### src/rtl/multicycle_ctrl_if.sv
// Control bundle between the multi-cycle sequencer and the RV32I datapath/memory.
// The master side is the sequencer: it consumes IR fields and flags, drives selects and strobes.
interface multicycle_ctrl_if #(parameter int CNT_W = 32);
  logic [6:0]       opcode;
  logic [2:0]       func3;
  logic             inst30;
  logic             BrEq;
  logic             BrLT;
  logic             mem_ready;
  logic             MemReq;
  logic             MemRW;
  logic             IorD;
  logic             IRWrite;
  logic             MDRWrite;
  logic             PCWrite;
  logic             PCSel;
  logic [2:0]       ImmSel;
  logic             BrUn;
  logic             ASel;
  logic             BSel;
  logic [3:0]       ALUSel;
  logic             RegWEn;
  logic [1:0]       WBSel;
  logic             illegal;
  logic [2:0]       state;
  logic [CNT_W-1:0] instret;

  modport master (
    input  opcode, func3, inst30, BrEq, BrLT, mem_ready,
    output MemReq, MemRW, IorD, IRWrite, MDRWrite, PCWrite, PCSel, ImmSel,
           BrUn, ASel, BSel, ALUSel, RegWEn, WBSel, illegal, state, instret
  );

  modport slave (
    output opcode, func3, inst30, BrEq, BrLT, mem_ready,
    input  MemReq, MemRW, IorD, IRWrite, MDRWrite, PCWrite, PCSel, ImmSel,
           BrUn, ASel, BSel, ALUSel, RegWEn, WBSel, illegal, state, instret
  );
endinterface

### src/rtl/multicycle_ctrl.sv
// Multi-cycle RV32I-subset sequencer over a shared instruction/data memory port.
// state  | meaning
// FETCH  | request IR from memory at PC, wait for mem_ready
// DECODE | immediate select from opcode, screen unsupported encodings
// EXEC   | ALU operation; branches and jumps retire here
// MEM    | load/store access at ALU result; stores retire here
// WB     | register write-back, PC+4, retire
// TRAP   | sticky illegal-instruction halt, left only through rst
module multicycle_ctrl #(
  parameter int CNT_W = 32
) (
  input  logic             clk,
  input  logic             rst,
  multicycle_ctrl_if.master bus
);

  typedef enum logic [2:0] {
    S_FETCH  = 3'b000,
    S_DECODE = 3'b001,
    S_EXEC   = 3'b010,
    S_MEM    = 3'b011,
    S_WB     = 3'b100,
    S_TRAP   = 3'b101
  } state_t;

  localparam logic [6:0] OP_R     = 7'b0110011;
  localparam logic [6:0] OP_ADDI  = 7'b0010011;
  localparam logic [6:0] OP_LW    = 7'b0000011;
  localparam logic [6:0] OP_SW    = 7'b0100011;
  localparam logic [6:0] OP_BR    = 7'b1100011;
  localparam logic [6:0] OP_JAL   = 7'b1101111;
  localparam logic [6:0] OP_JALR  = 7'b1100111;
  localparam logic [6:0] OP_AUIPC = 7'b0010111;
  localparam logic [6:0] OP_LUI   = 7'b0110111;

  state_t           state_q, state_d;
  logic             illegal_q;
  logic [CNT_W-1:0] instret_q;

  logic       is_r, is_addi, is_lw, is_sw, is_br, is_jal, is_jalr, is_auipc, is_lui;
  logic       br_f3_ok, supported, taken;
  logic [2:0] imm_sel;
  logic       a_sel, b_sel;
  logic [3:0] alu_sel;

  always_comb begin
    is_r     = (bus.opcode == OP_R);
    is_addi  = (bus.opcode == OP_ADDI);
    is_lw    = (bus.opcode == OP_LW);
    is_sw    = (bus.opcode == OP_SW);
    is_br    = (bus.opcode == OP_BR);
    is_jal   = (bus.opcode == OP_JAL);
    is_jalr  = (bus.opcode == OP_JALR);
    is_auipc = (bus.opcode == OP_AUIPC);
    is_lui   = (bus.opcode == OP_LUI);
    br_f3_ok = bus.func3 inside {3'b000, 3'b001, 3'b100, 3'b110};
    supported = is_r | is_addi | is_lw | is_sw | (is_br & br_f3_ok) |
                is_jal | is_jalr | is_auipc | is_lui;

    imm_sel = 3'b000;
    case (bus.opcode)
      OP_SW:           imm_sel = 3'b001;
      OP_BR:           imm_sel = 3'b010;
      OP_JAL:          imm_sel = 3'b011;
      OP_AUIPC, OP_LUI: imm_sel = 3'b100;
      OP_R:            imm_sel = 3'b101;
      default:         imm_sel = 3'b000;
    endcase

    case (bus.func3)
      3'b000:  taken = bus.BrEq;
      3'b001:  taken = ~bus.BrEq;
      default: taken = bus.BrLT;
    endcase

    // ALU operand/op selection is a pure function of the opcode, so it is held from EXEC through WB
    a_sel   = is_br | is_jal | is_auipc;
    b_sel   = ~is_r;
    alu_sel = is_lui ? 4'b1111 : ((is_r & bus.inst30) ? 4'b0001 : 4'b0000);
  end

  always_comb begin
    state_d      = state_q;
    bus.MemReq   = 1'b0;
    bus.MemRW    = 1'b1;
    bus.IorD     = 1'b0;
    bus.IRWrite  = 1'b0;
    bus.MDRWrite = 1'b0;
    bus.PCWrite  = 1'b0;
    bus.PCSel    = 1'b0;
    bus.ImmSel   = 3'b000;
    bus.BrUn     = 1'b0;
    bus.ASel     = 1'b0;
    bus.BSel     = 1'b0;
    bus.ALUSel   = 4'b0000;
    bus.RegWEn   = 1'b0;
    bus.WBSel    = 2'b01;

    if (state_q inside {S_EXEC, S_MEM, S_WB}) begin
      bus.ImmSel = imm_sel;
      bus.ASel   = a_sel;
      bus.BSel   = b_sel;
      bus.ALUSel = alu_sel;
    end

    case (state_q)
      S_FETCH: begin
        bus.MemReq = 1'b1;
        if (bus.mem_ready) begin
          bus.IRWrite = 1'b1;
          state_d     = S_DECODE;
        end
      end
      S_DECODE: begin
        bus.ImmSel = imm_sel;
        state_d    = supported ? S_EXEC : S_TRAP;
      end
      S_EXEC: begin
        if (is_r | is_addi | is_auipc | is_lui) begin
          state_d = S_WB;
        end else if (is_lw | is_sw) begin
          state_d = S_MEM;
        end else if (is_br) begin
          bus.PCWrite = 1'b1;
          bus.PCSel   = taken;
          bus.BrUn    = (bus.func3 == 3'b110);
          state_d     = S_FETCH;
        end else if (is_jal | is_jalr) begin
          bus.PCSel   = 1'b1;
          bus.PCWrite = 1'b1;
          bus.RegWEn  = 1'b1;
          bus.WBSel   = 2'b10;
          state_d     = S_FETCH;
        end else begin
          state_d = S_TRAP;
        end
      end
      S_MEM: begin
        bus.MemReq = 1'b1;
        bus.IorD   = 1'b1;
        bus.MemRW  = ~is_sw;
        if (bus.mem_ready) begin
          if (is_sw) begin
            bus.PCWrite = 1'b1;
            state_d     = S_FETCH;
          end else begin
            bus.MDRWrite = 1'b1;
            state_d      = S_WB;
          end
        end
      end
      S_WB: begin
        bus.RegWEn  = 1'b1;
        bus.WBSel   = is_lw ? 2'b00 : 2'b01;
        bus.PCWrite = 1'b1;
        state_d     = S_FETCH;
      end
      default: state_d = state_q;
    endcase

    // Async reset parks the FSM in FETCH; mask FETCH's request so nothing strobes while rst is high
    if (rst) begin
      bus.MemReq   = 1'b0;
      bus.MemRW    = 1'b1;
      bus.IorD     = 1'b0;
      bus.IRWrite  = 1'b0;
      bus.MDRWrite = 1'b0;
      bus.PCWrite  = 1'b0;
      bus.PCSel    = 1'b0;
      bus.ImmSel   = 3'b000;
      bus.BrUn     = 1'b0;
      bus.ASel     = 1'b0;
      bus.BSel     = 1'b0;
      bus.ALUSel   = 4'b0000;
      bus.RegWEn   = 1'b0;
      bus.WBSel    = 2'b00;
    end
  end

  always_ff @(posedge clk or posedge rst) begin
    if (rst) begin
      state_q   <= S_FETCH;
      illegal_q <= 1'b0;
      instret_q <= '0;
    end else begin
      state_q <= state_d;
      if (state_d == S_TRAP) illegal_q <= 1'b1;
      if (bus.PCWrite) instret_q <= instret_q + CNT_W'(1);
    end
  end

  assign bus.state   = state_q;
  assign bus.illegal = illegal_q;
  assign bus.instret = instret_q;

endmodule

### src/flat_wrapper.sv
// flat-port wrapper written by rule: the top's interface ports become plain ports
module multicycle_ctrl_flat 
#(
  parameter int CNT_W = 32
)
  (clk, rst, bus_opcode, bus_func3, bus_inst30, bus_BrEq, bus_BrLT, bus_mem_ready, bus_MemReq, bus_MemRW, bus_IorD, bus_IRWrite, bus_MDRWrite, bus_PCWrite, bus_PCSel, bus_ImmSel, bus_BrUn, bus_ASel, bus_BSel, bus_ALUSel, bus_RegWEn, bus_WBSel, bus_illegal, bus_state, bus_instret);
  multicycle_ctrl_if #(.CNT_W(CNT_W)) bus_i ();
  input  logic clk;
  input  logic rst;
  input wire logic [$bits(bus_i.opcode)-1:0] bus_opcode;
  input wire logic [$bits(bus_i.func3)-1:0] bus_func3;
  input wire logic [$bits(bus_i.inst30)-1:0] bus_inst30;
  input wire logic [$bits(bus_i.BrEq)-1:0] bus_BrEq;
  input wire logic [$bits(bus_i.BrLT)-1:0] bus_BrLT;
  input wire logic [$bits(bus_i.mem_ready)-1:0] bus_mem_ready;
  output wire logic [$bits(bus_i.MemReq)-1:0] bus_MemReq;
  output wire logic [$bits(bus_i.MemRW)-1:0] bus_MemRW;
  output wire logic [$bits(bus_i.IorD)-1:0] bus_IorD;
  output wire logic [$bits(bus_i.IRWrite)-1:0] bus_IRWrite;
  output wire logic [$bits(bus_i.MDRWrite)-1:0] bus_MDRWrite;
  output wire logic [$bits(bus_i.PCWrite)-1:0] bus_PCWrite;
  output wire logic [$bits(bus_i.PCSel)-1:0] bus_PCSel;
  output wire logic [$bits(bus_i.ImmSel)-1:0] bus_ImmSel;
  output wire logic [$bits(bus_i.BrUn)-1:0] bus_BrUn;
  output wire logic [$bits(bus_i.ASel)-1:0] bus_ASel;
  output wire logic [$bits(bus_i.BSel)-1:0] bus_BSel;
  output wire logic [$bits(bus_i.ALUSel)-1:0] bus_ALUSel;
  output wire logic [$bits(bus_i.RegWEn)-1:0] bus_RegWEn;
  output wire logic [$bits(bus_i.WBSel)-1:0] bus_WBSel;
  output wire logic [$bits(bus_i.illegal)-1:0] bus_illegal;
  output wire logic [$bits(bus_i.state)-1:0] bus_state;
  output wire logic [$bits(bus_i.instret)-1:0] bus_instret;
  assign bus_i.opcode = bus_opcode;
  assign bus_i.func3 = bus_func3;
  assign bus_i.inst30 = bus_inst30;
  assign bus_i.BrEq = bus_BrEq;
  assign bus_i.BrLT = bus_BrLT;
  assign bus_i.mem_ready = bus_mem_ready;
  assign bus_MemReq = bus_i.MemReq;
  assign bus_MemRW = bus_i.MemRW;
  assign bus_IorD = bus_i.IorD;
  assign bus_IRWrite = bus_i.IRWrite;
  assign bus_MDRWrite = bus_i.MDRWrite;
  assign bus_PCWrite = bus_i.PCWrite;
  assign bus_PCSel = bus_i.PCSel;
  assign bus_ImmSel = bus_i.ImmSel;
  assign bus_BrUn = bus_i.BrUn;
  assign bus_ASel = bus_i.ASel;
  assign bus_BSel = bus_i.BSel;
  assign bus_ALUSel = bus_i.ALUSel;
  assign bus_RegWEn = bus_i.RegWEn;
  assign bus_WBSel = bus_i.WBSel;
  assign bus_illegal = bus_i.illegal;
  assign bus_state = bus_i.state;
  assign bus_instret = bus_i.instret;
  multicycle_ctrl #(.CNT_W(CNT_W)) u_core (.clk(clk), .rst(rst), .bus(bus_i));
endmodule
### config.mk
export PLATFORM = sky130hd
export DESIGN_NAME = multicycle_ctrl_flat
export DESIGN_NICKNAME = d
export VERILOG_FILES = /design/src/rtl/multicycle_ctrl_if.sv /design/src/rtl/multicycle_ctrl.sv /design/src/flat_wrapper.sv
export SDC_FILE = /design/constraint.sdc
export NUM_CORES = 1
export LEC_CHECK = 0
export BUFFER_PORTS_ARGS = -buffer_cell sky130_fd_sc_hd__clkbuf_2
export CORE_AREA = 2 2 126 67
export DETAILED_ROUTE_END_ITERATION = 16
export DIE_AREA = 0 0 128 69
export SYNTH_ARGS = -nofsm -noshare
export SYNTH_HDL_FRONTEND = slang
export SYNTH_SLANG_ARGS = --single-unit
### constraint.sdc
create_clock -name clk -period 2.6 [get_ports clk]
set_clock_uncertainty 0.2 [all_clocks]
set_input_delay 0.52 -clock clk [delete_from_list [all_inputs] [get_ports clk]]
set_output_delay 0.52 -clock clk [all_outputs]
set_load 0.01 [all_outputs]
# Word level (Yosys, flattened, before mapping)
# Cells that the tools add are included.
# totals
inputBits	16
regBits	36
out_inout_bits	56
wordCells	111
# op_classes
n_mux	65
bitwise_logic	19
n_addsub	1
eq_ne	17
reduce_logical	6
# ops
operator	n
1-bit 2-to-1 mux	40
3-bit 2-to-1 mux	11
32-bit by 1-bit adder with 32-bit output, second input constant	1
3-bit case mux with 5 select lines	2
7-bit by 6-bit == test with 1-bit output, second input constant	3
7-bit == test, second input constant	3
7-bit by 5-bit == test with 1-bit output, second input constant	2
1-bit bitwise OR	14
3-bit == test, second input constant	4
4-bit 2-to-1 mux	3
2-bit 2-to-1 mux	5
7-bit by 2-bit == test with 1-bit output, second input constant	1
3-bit by 1-bit == test with 1-bit output, second input constant	2
3-bit by 2-bit == test with 1-bit output, second input constant	2
3-bit logical NOT	2
1-bit case mux with 2 select lines	2
2-bit case mux with 2 select lines	1
4-bit nonzero test	1
2-bit OR reduction	2
1-bit NOT	3
1-bit case mux with 3 select lines	1
3-bit nonzero test	1
1-bit bitwise AND	2

# Logic depth before layout (Yosys ltp)
# logic_depth
depth_word	12
mapped_depth	8
ltp_nobuf	6

# Least setup slack after synthesis
# OpenSTA, ideal clock, no wires.
# synth_timing
path_type	input to output
startpoint	in rst
endpoint	out bus_ImmSel[2]
n_path_buf	1
t_required_ns	1.880
stages	4
setup_slack_ns	-0.126
t_arrival_ns	2.006
path_cell_list	clkbuf_1 -> inv_1 -> nand3_1 -> a21oi_1
# synth_via
elab_chain_cells	1
# synth_lines
element	line	rtl
start, declared	flat_wrapper.sv:9	input logic rst;
3-bit 2-to-1 mux	multicycle_ctrl.sv:162	if (rst) begin
end, declared	flat_wrapper.sv:23	output wire logic [$bits(bus_i.ImmSel)-1:0] bus_ImmSel;
# Every way passes these cells.

# Final worst setup path
# layout_timing
startpoint	in bus_opcode[6]
endpoint	out bus_WBSel[0]
# layout_via
elab_chain_cells	8
word_cells_on_any_way	21
cone_classes	9 x eq/ne; 7 x mux; 5 x bitwise
# layout_lines
element	line	rtl
start, declared	flat_wrapper.sv:10	input wire logic [$bits(bus_i.opcode)-1:0] bus_opcode;
7-bit == test, on equally long branches	multicycle_ctrl.sv:52, multicycle_ctrl.sv:53	
1-bit bitwise OR	multicycle_ctrl.sv:128	end else if (is_jal | is_jalr) begin
2-bit 2-to-1 mux	multicycle_ctrl.sv:128	
2-bit 2-to-1 mux	multicycle_ctrl.sv:123	end else if (is_br) begin
2-bit 2-to-1 mux	multicycle_ctrl.sv:121	end else if (is_lw | is_sw) begin
2-bit 2-to-1 mux	multicycle_ctrl.sv:119	if (is_r | is_addi | is_auipc | is_lui) begin
2-bit case mux with 2 select lines *	multicycle_ctrl.sv:106	case (state_q)
2-bit 2-to-1 mux *	multicycle_ctrl.sv:162	
end, declared	flat_wrapper.sv:29	output wire logic [$bits(bus_i.WBSel)-1:0] bus_WBSel;
# Every way passes the cells marked *; elsewhere a longest branch is shown, timed or not.

==> qor.yml <==
setup_path:
  timing.rr.end: "u_core.bus.instret[1]$_DFFE_PP0P_"
  startpoint: "bus_opcode[6]"
  crit_chain: "buf_6 -> nand3b_1 -> or4_4 -> or3_4 -> a21oi_2 -> nor2_1 -> buf_2"
  crit_end: "bus_WBSel[0]"
  slowest_stage: "or4_4"
  worst_setup_path_end_kind: "output port"
  crit_fanout: 3
  worst_ep_arrival_time_ns: 1.90
  setup.worst_path.start_class: "input pin"
  crit_type: "input pin to output port"
  r2r_setup_slack_ns: 0.25
  cp_slowest_stage_delay_ns: 0.44
  r2r_cells: 7
  r2r-start: "u_core.bus.state[1]$_DFF_PP0_"
  cp_data_required_time_ns: 1.88
grt:
  grt-ovfl-total: 0
  grt_max_degree: 37
  grt_pass1_wl_mm: 10.21
  antenna_found_initial: 0
  grt_pass1_vias: 1920
  gr-usage-met2_pct: 18.18
  grt_util_met3_pct: 4.581
  grt_busiest_layer: "met1"
  met1_usage_pct: 23.58
  track_usage_pct: 14.60
place:
  dp_slack_ns: -0.05880
  gp_congestion: 0.8659
  dp_hpwl_mm: 4.848
  placed_area_um2: 2829
  port_buffers: 71
clocking:
  cts_tree: "yes"
  clock_latency_ns: 0.28
  clockBufferDepth: 2
  cts_buffers: 5
  cts_sinks: 36
  htreeDepth: 2
  path_clk_slew_ns: 0.05
  root_buffer: "clkbuf_16"
sta:
  setup_violations: 1
  tightest_slew_ns: 0.6287
  grt_setup_unrepaired: "yes"
  slew_viol_final: 0
  hold_slack_ns: 0.2632
  fin_crit_sh_pct: 100.7
  hold_viol: 0
  setup_ws_ns: -0.01884
  min_period_ns: 2.619
  max_freq_mhz: 381.8
  slew_headroom_pct: 58.09
  fin_tns_setup_ns: -0.01884
yosys:
  syn_area_um2: 2245
  synth_area_per_cell_um2: 9.675
  synth_area_leaders: "dfrtp_1 40%, xnor2_1 12%, and3_1 5.3%"
  yosysWarnings: 0
  synth_top_area_share_pct: 40.13
  synthCells: 232
  ys_ff_latch: 36
  ys.flop_type: "dfrtp_1"
  syn_nets: 249
  synth_top_area_cell: "dfrtp_1"
  synth_cell_types: 48
  synth_seq_area_share_pct: 40.13
  ys_async_sr_fraction_pct: 100.0
  synth_edf_count: 0
outcome:
  status: "complete, but fails checks"
  violations: "negative setup slack"
power:
  finalPower_mw: 1.993
  vdd_ir_drop_max_mv: 0.3123
  power_density_nw_per_um2: 655.6
  leakage_nw: 1.450
hold_path:
  hold_class: "input pin to asynchronous set/reset pin"
job:
  cap_viol_max_count: 0
die:
  dieArea_um2: 8832
  fp.dieW_um: 128
  initial_utilization_pct: 29.10
  row_count: 23
  ioPinCount: 72
  die_h_um: 69
  core_area_um2: 7712
routing:
  drc: 0
  wl_per_cell_um: 15.30
  finalWirelength_mm: 6.501
  drt_pass1_iterations: 4
  ant_nets: 0
  viasPerCell: 4.915
  dr_total_vias: 2089
  drt_iter0_markers: 247
finish:
  final_area_um2: 3040
  final_nets: 342
  fill_cells: 797
  insertedDiodeCount: 0
  drive_gt1_share_pct: 41.23
  syn2layout_area_growth_pct: 35.45
==> layer usage <==
metal	vias to the layer above	part of all wire, %
li1	1027	-
met3	5	7.8
met1	989	54
met4	0	0.62
met5	-	0
met2	68	38
==> sequential cells by signal, summed over array words and instances, names as in the netlist <==
name,flops
u_core.bus.state,3
u_core.bus.illegal,1
u_core.bus.instret,32
==> how the worst min path moves through the flow <==
| stage | startpoint | end | cells past startpoint |
|---|---|---|---|
| 6_report | rst | u_core.bus.state[2]$_DFF_PP0_ | 3 |
| 5_1_grt | u_core.bus.instret[31]$_DFFE_PP0P_ | u_core.bus.instret[31]$_DFFE_PP0P_ | 1 |
| 4_1_cts | rst | u_core.bus.instret[18]$_DFFE_PP0P_ | 3 |
| 3_5_place_dp | u_core.bus.instret[31]$_DFFE_PP0P_ | u_core.bus.instret[31]$_DFFE_PP0P_ | 1 |
| 3_3_place_gp | u_core.bus.illegal$_DFFE_PP0N_ | u_core.bus.illegal$_DFFE_PP0N_ | 2 |
| 2_1_floorplan | u_core.bus.illegal$_DFFE_PP0N_ | u_core.bus.illegal$_DFFE_PP0N_ | 2 |
==> layout make-up <==
type	count	area, µm²	share of cell area, %
Clock buffer	6	128.9	4.239
Timing Repair Buffer	101	596.8	19.63
Multi-Input combinational cell	175	1256	41.32
Sequential cell	36	902.1	29.67
Inverter	6	26.28	0.8642
Clock inverter	1	5.005	0.1646
Tap cell	100	125.1	4.115
==> repair_timing <==
item                                    CTS  global route
endpoints found under the setup margin    8             9
pin swaps                                 3             1
setup buffers                             1             4
resized for setup                         5             8
hold buffers                              0             0
==> Yosys cell counts, drive strengths merged, types with 2 or more instances <==
| master | count |
|---|---|
| dfrtp | 36 |
| xnor2 | 31 |
| nand3 | 22 |
| and3 | 19 |
| nand4 | 19 |
| nor2 | 13 |
| buf | 11 |
| a21oi | 7 |
| nand2 | 7 |
| nand2b | 7 |
| inv | 6 |
| nor4 | 5 |
| clkbuf | 4 |
| o21ai | 4 |
| and2 | 3 |
| and4 | 3 |
| nor2b | 3 |
| nor3 | 3 |
| or3 | 3 |
| a211o | 2 |
| mux2 | 2 |
| nand3b | 2 |
| or2 | 2 |
==> placed cells by master (no fill, tap or decap), types with 2 or more instances in the layout <==
| cell | synthesis | final |
|---|---|---|
| nand2_1 | 7 | 7 |
| nand3_2 | 7 | 7 |
| buf_4 | 2 | 28 |
| nand2b_1 | 6 | 6 |
| nand3_1 | 15 | 15 |
| o21ai_0 | 4 | 4 |
| buf_2 | 5 | 4 |
| or3_4 | 0 | 2 |
| mux2_2 | 2 | 2 |
| a21oi_1 | 7 | 5 |
| nand3b_1 | 2 | 2 |
| nand4_1 | 17 | 17 |
| clkbuf_2 | 0 | 67 |
| a211o_1 | 2 | 2 |
| nor3_1 | 3 | 2 |
| dfrtp_1 | 36 | 35 |
| a21oi_2 | 0 | 2 |
| nor4_1 | 5 | 4 |
| nor2_2 | 1 | 2 |
| clkbuf_16 | 0 | 5 |
| and2_1 | 3 | 3 |
| inv_1 | 6 | 5 |
| nor2_1 | 12 | 11 |
| and3_1 | 19 | 19 |
| and4_1 | 3 | 3 |
| xnor2_1 | 31 | 31 |
| nor2b_1 | 3 | 3 |
| nand4_2 | 2 | 2 |
==> worst max-delay path: cells and delay by family <==
| kind | cells | cell delay (ns) |
|---|---|---|
| and+or+nand+nor | 4 | 1.02 |
| AOI/OAI and AO/OA | 1 | 0.13 |
| buffers and inverters | 2 | 0.22 |
==> stage by stage <==
stage               utilization, %  cells
global route                 39.42    425
floorplan                        -    232
CTS                          38.72    421
global placement             36.68    413
finish                       39.42    425
detailed placement           36.68    413
==> power by group <==
part / leakage [nW] / internal [mW] / switching, mW
combinational: 0.898 / 0.292 / 0.429
clock: 0.0667 / 0.348 / 0.213
sequential: 0.485 / 0.615 / 0.0961
total: 1.45 / 1.26 / 0.738
==> cell families after synthesis <==
group                    share of synthesized area, %
AND/OR/NAND/NOR                                 32.27
flip-flops                                      40.13
XOR/XNOR                                        12.49
AO/OA/AOI/OAI                                   8.084
buffers and inverters                           5.462
multiplexers                                    1.003
adder cells (fa/ha/maj)                        0.5573
Note: power is estimated with default switching activity, not from simulation.
